$ cat config.mk
export PLATFORM = sky130hd
export DESIGN_NAME = dac714_serial_tx
export DESIGN_NICKNAME = d
export VERILOG_FILES = /design/src/rtl/dac714_pkg.sv /design/src/rtl/dac714_sclk_gen.sv /design/src/rtl/dac714_serial_tx.sv
export SDC_FILE = /design/constraint.sdc
export NUM_CORES = 1
export LEC_CHECK = 0
export CORE_ASPECT_RATIO = 1.2
export CORE_MARGIN = 8
export CORE_UTILIZATION = 40
export CTS_CLUSTER_SIZE = 24
export DETAILED_ROUTE_END_ITERATION = 12
export GPL_TIMING_DRIVEN = 0
export SLEW_MARGIN = 20
export SYNTH_ARGS = -nofsm -noshare
export SYNTH_HDL_FRONTEND = slang
export SYNTH_SLANG_ARGS = --single-unit
$ cat constraint.sdc
create_clock -name clk_slow -period 3.7 [get_ports clk_slow]
set_input_delay 0.74 -clock clk_slow [delete_from_list [all_inputs] [get_ports clk_slow]]
set_output_delay 0.74 -clock clk_slow [all_outputs]
set_load 0.02 [all_outputs]
$ cat src/rtl/dac714_pkg.sv
// Shared state encoding, default parameters and DAC714 interface timing minima
// for the DAC714 serial transmitter.
package dac714_pkg;

    typedef enum logic [1:0] {
        StIdle  = 2'd0,
        StShift = 2'd1,
        StLatch = 2'd2
    } dac_state_e;

    localparam int unsigned DEF_DAC_WIDTH   = 16;
    localparam int unsigned DEF_CLK_DIV     = 2;
    localparam int unsigned DEF_LDAC_CYCLES = 2;

    // DAC714 minimum interface timing in ns; clk_slow runs at 10 MHz.
    localparam int unsigned CLK_SLOW_PERIOD_NS = 100;
    localparam int unsigned T_SCLK_PW_MIN_NS   = 50;
    localparam int unsigned T_SDI_SETUP_MIN_NS = 25;
    localparam int unsigned T_SDI_HOLD_MIN_NS  = 10;
    localparam int unsigned T_LDAC_PW_MIN_NS   = 50;

    function automatic int unsigned cycles_to_ns(input int unsigned cycles);
        return cycles * CLK_SLOW_PERIOD_NS;
    endfunction

endpackage

$ cat src/rtl/dac714_sclk_gen.sv
// SCLK divider: toggles sclk every CLK_DIV clk_slow cycles while enabled and
// flags the cycle on which the next edge is a rise or a fall.
module dac714_sclk_gen
    import dac714_pkg::*;
#(
    parameter int unsigned CLK_DIV = DEF_CLK_DIV
) (
    input  logic clk_slow,
    input  logic nReset,
    input  logic en,
    output logic sclk,
    output logic rise_tick,
    output logic fall_tick
);

    localparam logic [7:0] DIV_LAST = 8'(CLK_DIV - 1);

    logic [7:0] div_cnt_q, div_cnt_d;
    logic       sclk_q, sclk_d;
    logic       terminal;

    assign terminal = en && (div_cnt_q == DIV_LAST);

    always_comb begin
        div_cnt_d = div_cnt_q;
        sclk_d    = sclk_q;
        if (!en) begin
            // Disabled: park the divider so the next frame starts from a clean phase.
            div_cnt_d = 8'd0;
            sclk_d    = 1'b0;
        end else if (terminal) begin
            div_cnt_d = 8'd0;
            sclk_d    = ~sclk_q;
        end else begin
            div_cnt_d = div_cnt_q + 8'd1;
        end
    end

    always_ff @(posedge clk_slow) begin
        if (!nReset) begin
            div_cnt_q <= 8'd0;
            sclk_q    <= 1'b0;
        end else begin
            div_cnt_q <= div_cnt_d;
            sclk_q    <= sclk_d;
        end
    end

    assign sclk      = sclk_q;
    assign rise_tick = terminal & ~sclk_q;
    assign fall_tick = terminal & sclk_q;

endmodule

$ cat src/rtl/dac714_serial_tx.sv
// Serialises ramp-generator samples MSB-first onto the DAC714 three-wire bus,
// with a one-deep pending buffer for strobes that arrive mid-frame.
module dac714_serial_tx
    import dac714_pkg::*;
#(
    parameter int unsigned DAC_WIDTH   = DEF_DAC_WIDTH,
    parameter int unsigned CLK_DIV     = DEF_CLK_DIV,
    parameter int unsigned LDAC_CYCLES = DEF_LDAC_CYCLES
) (
    input  logic                        clk_slow,
    input  logic                        nReset,
    input  logic                        strobe,
    input  logic signed [DAC_WIDTH-1:0] data,
    output logic                        dac_sclk,
    output logic                        dac_sdi,
    output logic                        dac_ncs,
    output logic                        dac_nldac,
    output logic                        busy,
    output logic                        overrun
);

    localparam int unsigned          BIT_CNT_W = $clog2(DAC_WIDTH) + 1;
    localparam logic [BIT_CNT_W-1:0] BIT_LAST  = BIT_CNT_W'(DAC_WIDTH - 1);
    localparam logic [3:0]           LDAC_LAST = 4'(LDAC_CYCLES - 1);

    dac_state_e           state_q, state_d;
    logic [DAC_WIDTH-1:0] shreg_q, shreg_d;
    logic [DAC_WIDTH-1:0] pend_q, pend_d;
    logic                 pend_valid_q, pend_valid_d;
    logic                 strobe_q;
    logic [BIT_CNT_W-1:0] bit_cnt_q, bit_cnt_d;
    logic [3:0]           ldac_cnt_q, ldac_cnt_d;
    logic                 setup_q, setup_d;
    logic                 ncs_q, ncs_d;
    logic                 sdi_q, sdi_d;
    logic                 nldac_q, nldac_d;
    logic                 overrun_q, overrun_d;

    logic                 start;
    logic                 do_load;
    logic [DAC_WIDTH-1:0] load_word;
    logic                 sclk_en;
    logic                 rise_tick;
    logic                 fall_tick;

    assign start     = strobe & ~strobe_q;
    // A pending word always goes ahead of a fresh strobe.
    assign load_word = pend_valid_q ? pend_q : data;
    assign do_load   = (state_q == StIdle) && (pend_valid_q || start);
    // SCLK is held off for the first SHIFT cycle so SDI sets up for a full half-period.
    assign sclk_en   = (state_q == StShift) && !setup_q;

    dac714_sclk_gen #(
        .CLK_DIV (CLK_DIV)
    ) u_sclk_gen (
        .clk_slow  (clk_slow),
        .nReset    (nReset),
        .en        (sclk_en),
        .sclk      (dac_sclk),
        .rise_tick (rise_tick),
        .fall_tick (fall_tick)
    );

    always_comb begin
        state_d      = state_q;
        shreg_d      = shreg_q;
        pend_d       = pend_q;
        pend_valid_d = pend_valid_q;
        bit_cnt_d    = bit_cnt_q;
        ldac_cnt_d   = ldac_cnt_q;
        setup_d      = setup_q;
        ncs_d        = ncs_q;
        sdi_d        = sdi_q;
        nldac_d      = nldac_q;
        overrun_d    = 1'b0;

        unique case (state_q)
            StIdle: begin
                if (do_load) begin
                    shreg_d      = load_word;
                    sdi_d        = load_word[DAC_WIDTH-1];
                    ncs_d        = 1'b0;
                    bit_cnt_d    = '0;
                    setup_d      = 1'b1;
                    pend_valid_d = 1'b0;
                    state_d      = StShift;
                end
                // Strobe landing while the pending word is consumed is queued behind it.
                if (pend_valid_q && start) begin
                    pend_d       = data;
                    pend_valid_d = 1'b1;
                end
            end
            StShift: begin
                setup_d = 1'b0;
                if (fall_tick) begin
                    shreg_d   = shreg_q << 1;
                    sdi_d     = shreg_q[DAC_WIDTH-2];
                    bit_cnt_d = bit_cnt_q + BIT_CNT_W'(1);
                    if (bit_cnt_q == BIT_LAST) begin
                        ncs_d      = 1'b1;
                        sdi_d      = 1'b0;
                        nldac_d    = 1'b0;
                        ldac_cnt_d = 4'd0;
                        state_d    = StLatch;
                    end
                end
            end
            StLatch: begin
                if (ldac_cnt_q == LDAC_LAST) begin
                    nldac_d    = 1'b1;
                    ldac_cnt_d = 4'd0;
                    state_d    = StIdle;
                end else begin
                    ldac_cnt_d = ldac_cnt_q + 4'd1;
                end
            end
            default: state_d = StIdle;
        endcase

        // Busy-case strobe: newest sample wins the pending slot.
        if (start && (state_q != StIdle)) begin
            overrun_d    = pend_valid_q;
            pend_d       = data;
            pend_valid_d = 1'b1;
        end
    end

    always_ff @(posedge clk_slow) begin
        if (!nReset) begin
            state_q      <= StIdle;
            shreg_q      <= '0;
            pend_q       <= '0;
            pend_valid_q <= 1'b0;
            strobe_q     <= 1'b0;
            bit_cnt_q    <= '0;
            ldac_cnt_q   <= 4'd0;
            setup_q      <= 1'b0;
            ncs_q        <= 1'b1;
            sdi_q        <= 1'b0;
            nldac_q      <= 1'b1;
            overrun_q    <= 1'b0;
        end else begin
            state_q      <= state_d;
            shreg_q      <= shreg_d;
            pend_q       <= pend_d;
            pend_valid_q <= pend_valid_d;
            strobe_q     <= strobe;
            bit_cnt_q    <= bit_cnt_d;
            ldac_cnt_q   <= ldac_cnt_d;
            setup_q      <= setup_d;
            ncs_q        <= ncs_d;
            sdi_q        <= sdi_d;
            nldac_q      <= nldac_d;
            overrun_q    <= overrun_d;
        end
    end

    assign dac_ncs   = ncs_q;
    assign dac_sdi   = sdi_q;
    assign dac_nldac = nldac_q;
    assign overrun   = overrun_q;
    assign busy      = (state_q != StIdle) || pend_valid_q;

    // Parameter legality and DAC714 timing minima at the chosen divider settings.
    assert property (@(posedge clk_slow) (CLK_DIV >= 1) && (CLK_DIV <= 255));
    assert property (@(posedge clk_slow) (LDAC_CYCLES >= 1) && (LDAC_CYCLES <= 15));
    assert property (@(posedge clk_slow) cycles_to_ns(CLK_DIV) >= T_SCLK_PW_MIN_NS);
    assert property (@(posedge clk_slow) cycles_to_ns(CLK_DIV) >= T_SDI_SETUP_MIN_NS);
    assert property (@(posedge clk_slow) cycles_to_ns(CLK_DIV) >= T_SDI_HOLD_MIN_NS);
    assert property (@(posedge clk_slow) cycles_to_ns(LDAC_CYCLES) >= T_LDAC_PW_MIN_NS);

    // Bus protocol invariants.
    assert property (@(posedge clk_slow) disable iff (!nReset)
        $rose(dac_sclk) |-> $stable(dac_sdi));
    assert property (@(posedge clk_slow) disable iff (!nReset)
        !dac_nldac |-> dac_ncs);
    assert property (@(posedge clk_slow) disable iff (!nReset)
        rise_tick |-> (state_q == StShift) && !dac_ncs);
    assert property (@(posedge clk_slow) disable iff (!nReset)
        dac_ncs |-> !dac_sclk && !dac_sdi);

endmodule
==> results of run 1 <==
[layout by cell type, fill, tap and decap left out, types with 2 or more instances in the layout]
master and n:
clkbuf_1 18, ha_1 6, mux2i_1 15, clkbuf_8 14, or2_2 2, nand3b_1 2
o211a_1 2, o211ai_1 14, and2_1 3, or3_1 2, nor4_1 2, o32ai_1 2
o21ai_1 3, nor2_1 18, nand4_1 17, nand2_1 56, buf_2 4, a31oi_1 2
o21ai_0 16, nand3_1 9, inv_1 5, a21oi_1 20, xor2_1 6, nor2b_1 4
dfxtp_1 58, clkdlybuf4s50_1 23, nand2b_1 2, nor3_1 2, and3_1 3
[Yosys cell counts (all sizes together) (2+ instances only)]
library cell  count  area share [%]
dfxtp            58              44
nand2            56             8.0
a21oi            20             3.8
nor2             19             2.8
o21ai            19             3.6
clkbuf           17             2.4
nand4            17             4.0
mux2i            15             5.7
o211ai           14             4.0
nand3             9             1.7
ha                6             2.8
xor2              6             2.0
buf               5            0.90
inv               5            0.71
nor2b             4            0.95
and2              3            0.71
and3              3            0.71
nor4              3             1.3
a31oi             2            0.47
nand2b            2            0.47
nand3b            2            0.57
nor3              2            0.38
o211a             2            0.76
o32ai             2            0.66
or2               2            0.47
or3               2            0.47
[layout make-up]
type                            count  area, µm²
Inverter                            6      22.52
Timing Repair Buffer               23      230.2
Fill cell                         668       3224
Buffer                             22      87.58
Multi-Input combinational cell    226       1373
Tap cell                           85      106.4
Clock inverter                      1      5.005
Clock buffer                       15      196.4
Sequential cell                    58       1161
[through the flow]
step	power (mW)	setup slack (ns)	hold slack, ns
after floorplan	0.7861	1.781	0.4360
after global placement	0.8459	0.9595	0.4421
after detailed placement	0.8489	0.9347	0.4463
after CTS	1.428	1.245	0.4553
after global routing	1.482	1.027	0.4723
final	1.420	1.269	0.4553
[final timing paths]
| path | slack [ns] | endpoint | depth (start not counted) | startpoint |
|---|---|---|---|---|
| min reg2reg | 0.46 | pend_q[4] | 2 | pend_q[4] |
| max reg2reg | 1.76 | ldac_cnt_q[1] | 5 | u_sclk_gen.div_cnt_q[0] |
| min | 0.46 | pend_q[4] | 2 | pend_q[4] |
| max | 1.27 | busy | 2 | state_q[0] |
[sequential cells by signal, summed over array words and instances, names as in the netlist]
| name | flops |
|---|---|
| pend_q | 16 |
| dac_ncs | 1 |
| u_sclk_gen.div_cnt_q | 8 |
| dac_sdi | 1 |
| setup_q | 1 |
| strobe_q | 1 |
| shreg_q | 15 |
| overrun | 1 |
| dac_nldac | 1 |
| bit_cnt_q | 5 |
| ldac_cnt_q | 4 |
| u_sclk_gen.sclk | 1 |
| pend_valid_q | 1 |
| state_q | 2 |
[logic make-up after synthesis]
group	after synthesis	share of synthesized area, %
simple gates	129	24.32
xor+xnor	7	2.319
mux	15	5.679
fa+ha+maj	6	2.839
compound gates	69	16.75
flops	58	43.92
buf+inv	28	4.164
[where the power goes]
part           internal (mW)  switching, mW
Combinational         0.0677         0.0942
Sequential             0.654         0.0179
Clock                  0.334          0.252
Total                   1.06          0.365
[per-layer routing]
| layer | global-route usage (%) | part of all wire [%] |
|---|---|---|
| met1 | 15.76 | 46 |
| met2 | 22.71 | 48 |
| met3 | 3.579 | 3.0 |
| met4 | 7.986 | 2.8 |
| met5 | 0 | 0 |
[critical path, delay by kind of cell (launching register included)]
family	cells	cell delay (ns)
buffers and inverters	1	0.56
and+or+nand+nor	1	0.42
DFF	1	0.38
==> flow_summary.yaml, run 1 <==
power:
  p_per_area_nw_per_um2: 446.4
  p_leak_nw: 1.133
  vdd_drop_max_v: 0.0002282
placement:
  hpwlAfterDp_um: 4366
  gp_congestion: 0.8011
  io_buffers: 23
  placed_area_um2: 2980
  dp.cells: 420
yosys:
  yosysWarnings: 0
  syn_avg_cell_area_um2: 8.474
  ys_seq_elements: 58
  yosysSeqAreaShare_pct: 43.92
  synthFlopType: "dfxtp_1"
  ys_types: 47
  synth-edff-count: 0
  syn_area_um2: 2644
  netlist_instances: 312
  syn_nets: 337
  async_flop_share_pct: 0
setup_path:
  crit_fanout: 9
  cp_cell_sequence: "or3_1, clkdlybuf4s50_1"
  cp-start-kind: "flip-flop"
  cp.arrival_ns: 1.69
  required_ns: 2.96
  critical_path_class: "flip-flop to primary output"
  cp-end-kind: "primary output"
  cp_slowest_cell: "clkdlybuf4s50_1"
  critPathMaxStageDelay_ns: 0.56
timing:
  hold_violations: 0
  worst_pin_slew_ns: 0.6246
  setup_tns_ns: 0
  fin_skew_ns: 0.004243
  rsz0062_at_grt: "false"
  post-route-period-util_pct: 65.71
  max_freq_mhz: 411.3
  slew_viol_final: 0
  max_slew_margin_pct: 58.36
  final-setup-viol-count: 0
  period_minus_slack_ns: 2.431
finish:
  diodes: 0
  stdcell_count: 436
  area_growth_pct: 20.35
  design_area_um2: 3182
  drive_above_1_share_pct: 7.977
  nets: 371
  utilization_pct: 49.67
global_routing:
  track_usage_pct: 13.76
  antenna_found_initial: 0
  grt_max_degree: 11
  grt-ovfl-total: 0
  grt_pass1_wl_um: 10820
  grt_pass1_vias: 2323
detailed_routing:
  dr.pass1.iters: 4
  vias: 2296
  wire_per_inst_um: 14.06
  wl_um: 6129
  drc: 0
  drt_iter0_drc: 116
  antenna_left: 0
  avgViaCountPerCell: 5.266
status:
  status: "finished clean"
cts:
  ctsHoldBuffers: 0
  post_cts_buffers: 0
  cts_tree: "yes"
  clk_pin_slew_ns: 0.07
  cts_max_path_buffers: 2
  cts-root-buf: "clkbuf_8"
  clkSinkCount: 58
  clk_latency_ns: 0.33
  htreeDepth: 3
  cts-resized-gates: 0
  cts_buffers: 9
floorplan:
  initial_core_util_pct: 41.27
  dieArea_um2: 9478
  row_count: 32
  boundaryPins: 25
  core_um2: 6406
  die_h_um: 105.1
  die_x_um: 90.22
job:
  maxCapViolCount: 0
worst_hold_path:
  hold_class: "flip-flop to flip-flop"
Note: power is estimated with default switching activity, not from simulation.
==> inputs of run 2 (changes only) <==
==> constraint.sdc (replaced) <==
create_clock -name clk_slow -period 2.3 [get_ports clk_slow]
set_input_delay 0.46 -clock clk_slow [delete_from_list [all_inputs] [get_ports clk_slow]]
set_output_delay 0.46 -clock clk_slow [all_outputs]
set_load 0.02 [all_outputs]
==> flow_summary.yaml, run 2 (synthesis results as in run 1) <==
status:
  status: "finished clean"
timing:
  fin_skew_ns: 0.004243
  max_freq_mhz: 464.9
  worst_pin_slew_ns: 0.6246
  final-setup-viol-count: 0
  post-route-period-util_pct: 93.53
  period_minus_slack_ns: 2.151
  max_slew_margin_pct: 58.36
  rsz0062_at_grt: "false"
  hold_violations: 0
  slew_viol_final: 0
floorplan:
  initial_core_util_pct: 41.27
  row_count: 32
  die_x_um: 90.22
  die_h_um: 105.1
  boundaryPins: 25
  dieArea_um2: 9478
  core_um2: 6406
finish:
  largest_reg_flops: 16
  design_area_um2: 3183
  area_growth_pct: 20.40
  fillers: 670
  most-common-layout-cells: "dfxtp_1 (58), nand2_1 (56), clkdlybuf4s50_1 (23)"
  diodes: 0
  largest_register: "pend_q"
  layout_commonest_cell: "dfxtp_1"
  top_regs: "pend_q (16), shreg_q (15), u_sclk_gen.div_cnt_q (8)"
  nets: 371
  drive_above_1_share_pct: 8.262
detailed_routing:
  avgViaCountPerCell: 5.266
  vias: 2296
  wl_um: 6130
  drc: 0
  antenna_left: 0
  dr.pass1.iters: 4
  drt_iter0_drc: 116
  wire_per_inst_um: 14.06
global_routing:
  grt_pass1_vias: 2323
  busiest_layer: "met2"
  grt_max_degree: 11
  track_usage_pct: 13.76
  grt_pass1_wl_um: 10820
  antenna_found_initial: 0
  grt_util_met3_pct: 3.579
  use_met1_pct: 15.76
  met2_usage_pct: 22.71
  grt-ovfl-total: 0
cts:
  clk_pin_slew_ns: 0.07
  cts_tree: "yes"
  clkSinkCount: 58
  cts_max_path_buffers: 2
  cts_buffers: 9
  post_cts_buffers: 0
  clk_latency_ns: 0.33
  htreeDepth: 3
  cts-root-buf: "clkbuf_8"
power:
  p_leak_nw: 1.137
  power_mw: 2.285
  vdd_drop_max_v: 0.0003672
  p_per_area_nw_per_um2: 717.9
placement:
  io_buffers: 23
  hpwlAfterDp_um: 4366
  placed_area_um2: 2980
  gp_congestion: 0.8011
setup_path:
  r2r-start: "u_sclk_gen.div_cnt_q[0]"
  cp.arrival_ns: 1.69
  cp_cell_sequence: "or3_1, clkdlybuf4s50_1"
  crit_cells: 2
  r2r-end: "ldac_cnt_q[1]"
  cp-end-kind: "primary output"
  path_buf_inv: 1
  cp_slowest_cell: "clkdlybuf4s50_1"
  endpoint: "busy"
  crit_family: "buffers and inverters"
  r2r_cells: 5
  critPathMaxStageDelay_ns: 0.56
  cp-start-kind: "flip-flop"
  critical_path_class: "flip-flop to primary output"
  cp-startpoint: "state_q[0]"
  r2r_slack_ns: 0.36
  crit_fanout: 9
  required_ns: 1.84
job:
  maxCapViolCount: 0
worst_hold_path:
  whs_path_depth: 2
  hold_class: "flip-flop to flip-flop"
  hold_path.startpoint: "pend_q[4]"
run 2: cell count changes in the layout (fill, tap and decap cells not counted):
cell      previous run  this run
clkbuf_1            18        17
clkbuf_2             0         1
run 2: worst min path at each step:
stage | slack (ns) | end
2_1_floorplan | 0.44 | pend_q[0]
3_3_place_gp | 0.44 | pend_q[5]
3_5_place_dp | 0.45 | pend_q[8]
4_1_cts | 0.46 | pend_q[8]
5_1_grt | 0.47 | pend_q[2]
6_report | 0.46 | pend_q[4]
run 2: worst min-delay path, delay by kind of cell (launching register included):
family	cells	cell delay [ns]
AO/OA/AOI/OAI	1	0.05
AND/OR/NAND/NOR	1	0.05
flip-flops	1	0.31
run 2: through the flow:
step	TNS, ns	instances	utilization (%)	setup WS [ns]	hold WS, ns
3_5_place_dp	-1.732	420	46.52	-0.1853	0.4463
3_3_place_gp	-1.578	420	46.52	-0.1605	0.4421
5_1_grt	0	436	49.69	0.06122	0.4723
6_report	0	436	49.69	0.1488	0.4553
4_1_cts	0	436	49.67	0.1255	0.4553
2_1_floorplan	0	312	-	0.5353	0.4360
run 2: metal layers:
metal  up-vias  wire [µm]  part of all wire [%]
met5         -          0                     0
li1       1175          -                     -
met2        35       2932                    48
met3        12        181                   3.0
met1      1074       2841                    46
met4         0        174                   2.8
run 2: area by class of cell:
| cell class | count | area, µm² | share of cell area, % |
|---|---|---|---|
| Multi-Input combinational cell | 226 | 1373 | 43.12 |
| Sequential cell | 58 | 1161 | 36.48 |
| Timing Repair Buffer | 23 | 230.2 | 7.233 |
| Clock buffer | 15 | 196.4 | 6.171 |
| Tap cell | 85 | 106.4 | 3.341 |
| Buffer | 22 | 88.84 | 2.791 |
| Inverter | 6 | 22.52 | 0.7075 |
| Clock inverter | 1 | 5.005 | 0.1572 |
run 2: power by group:
group / switching [mW] / total (mW) / internal, mW
logic: 0.152 / 0.261 / 0.109
clock network: 0.406 / 0.944 / 0.538
registers: 0.0287 / 1.08 / 1.05
total: 0.586 / 2.29 / 1.70
run 2: repair_timing:
item | 4_1_cts | 5_1_grt
hold buffers | 0 | 0
endpoints found under the setup margin | 0 | 10
resized for setup | 0 | 2
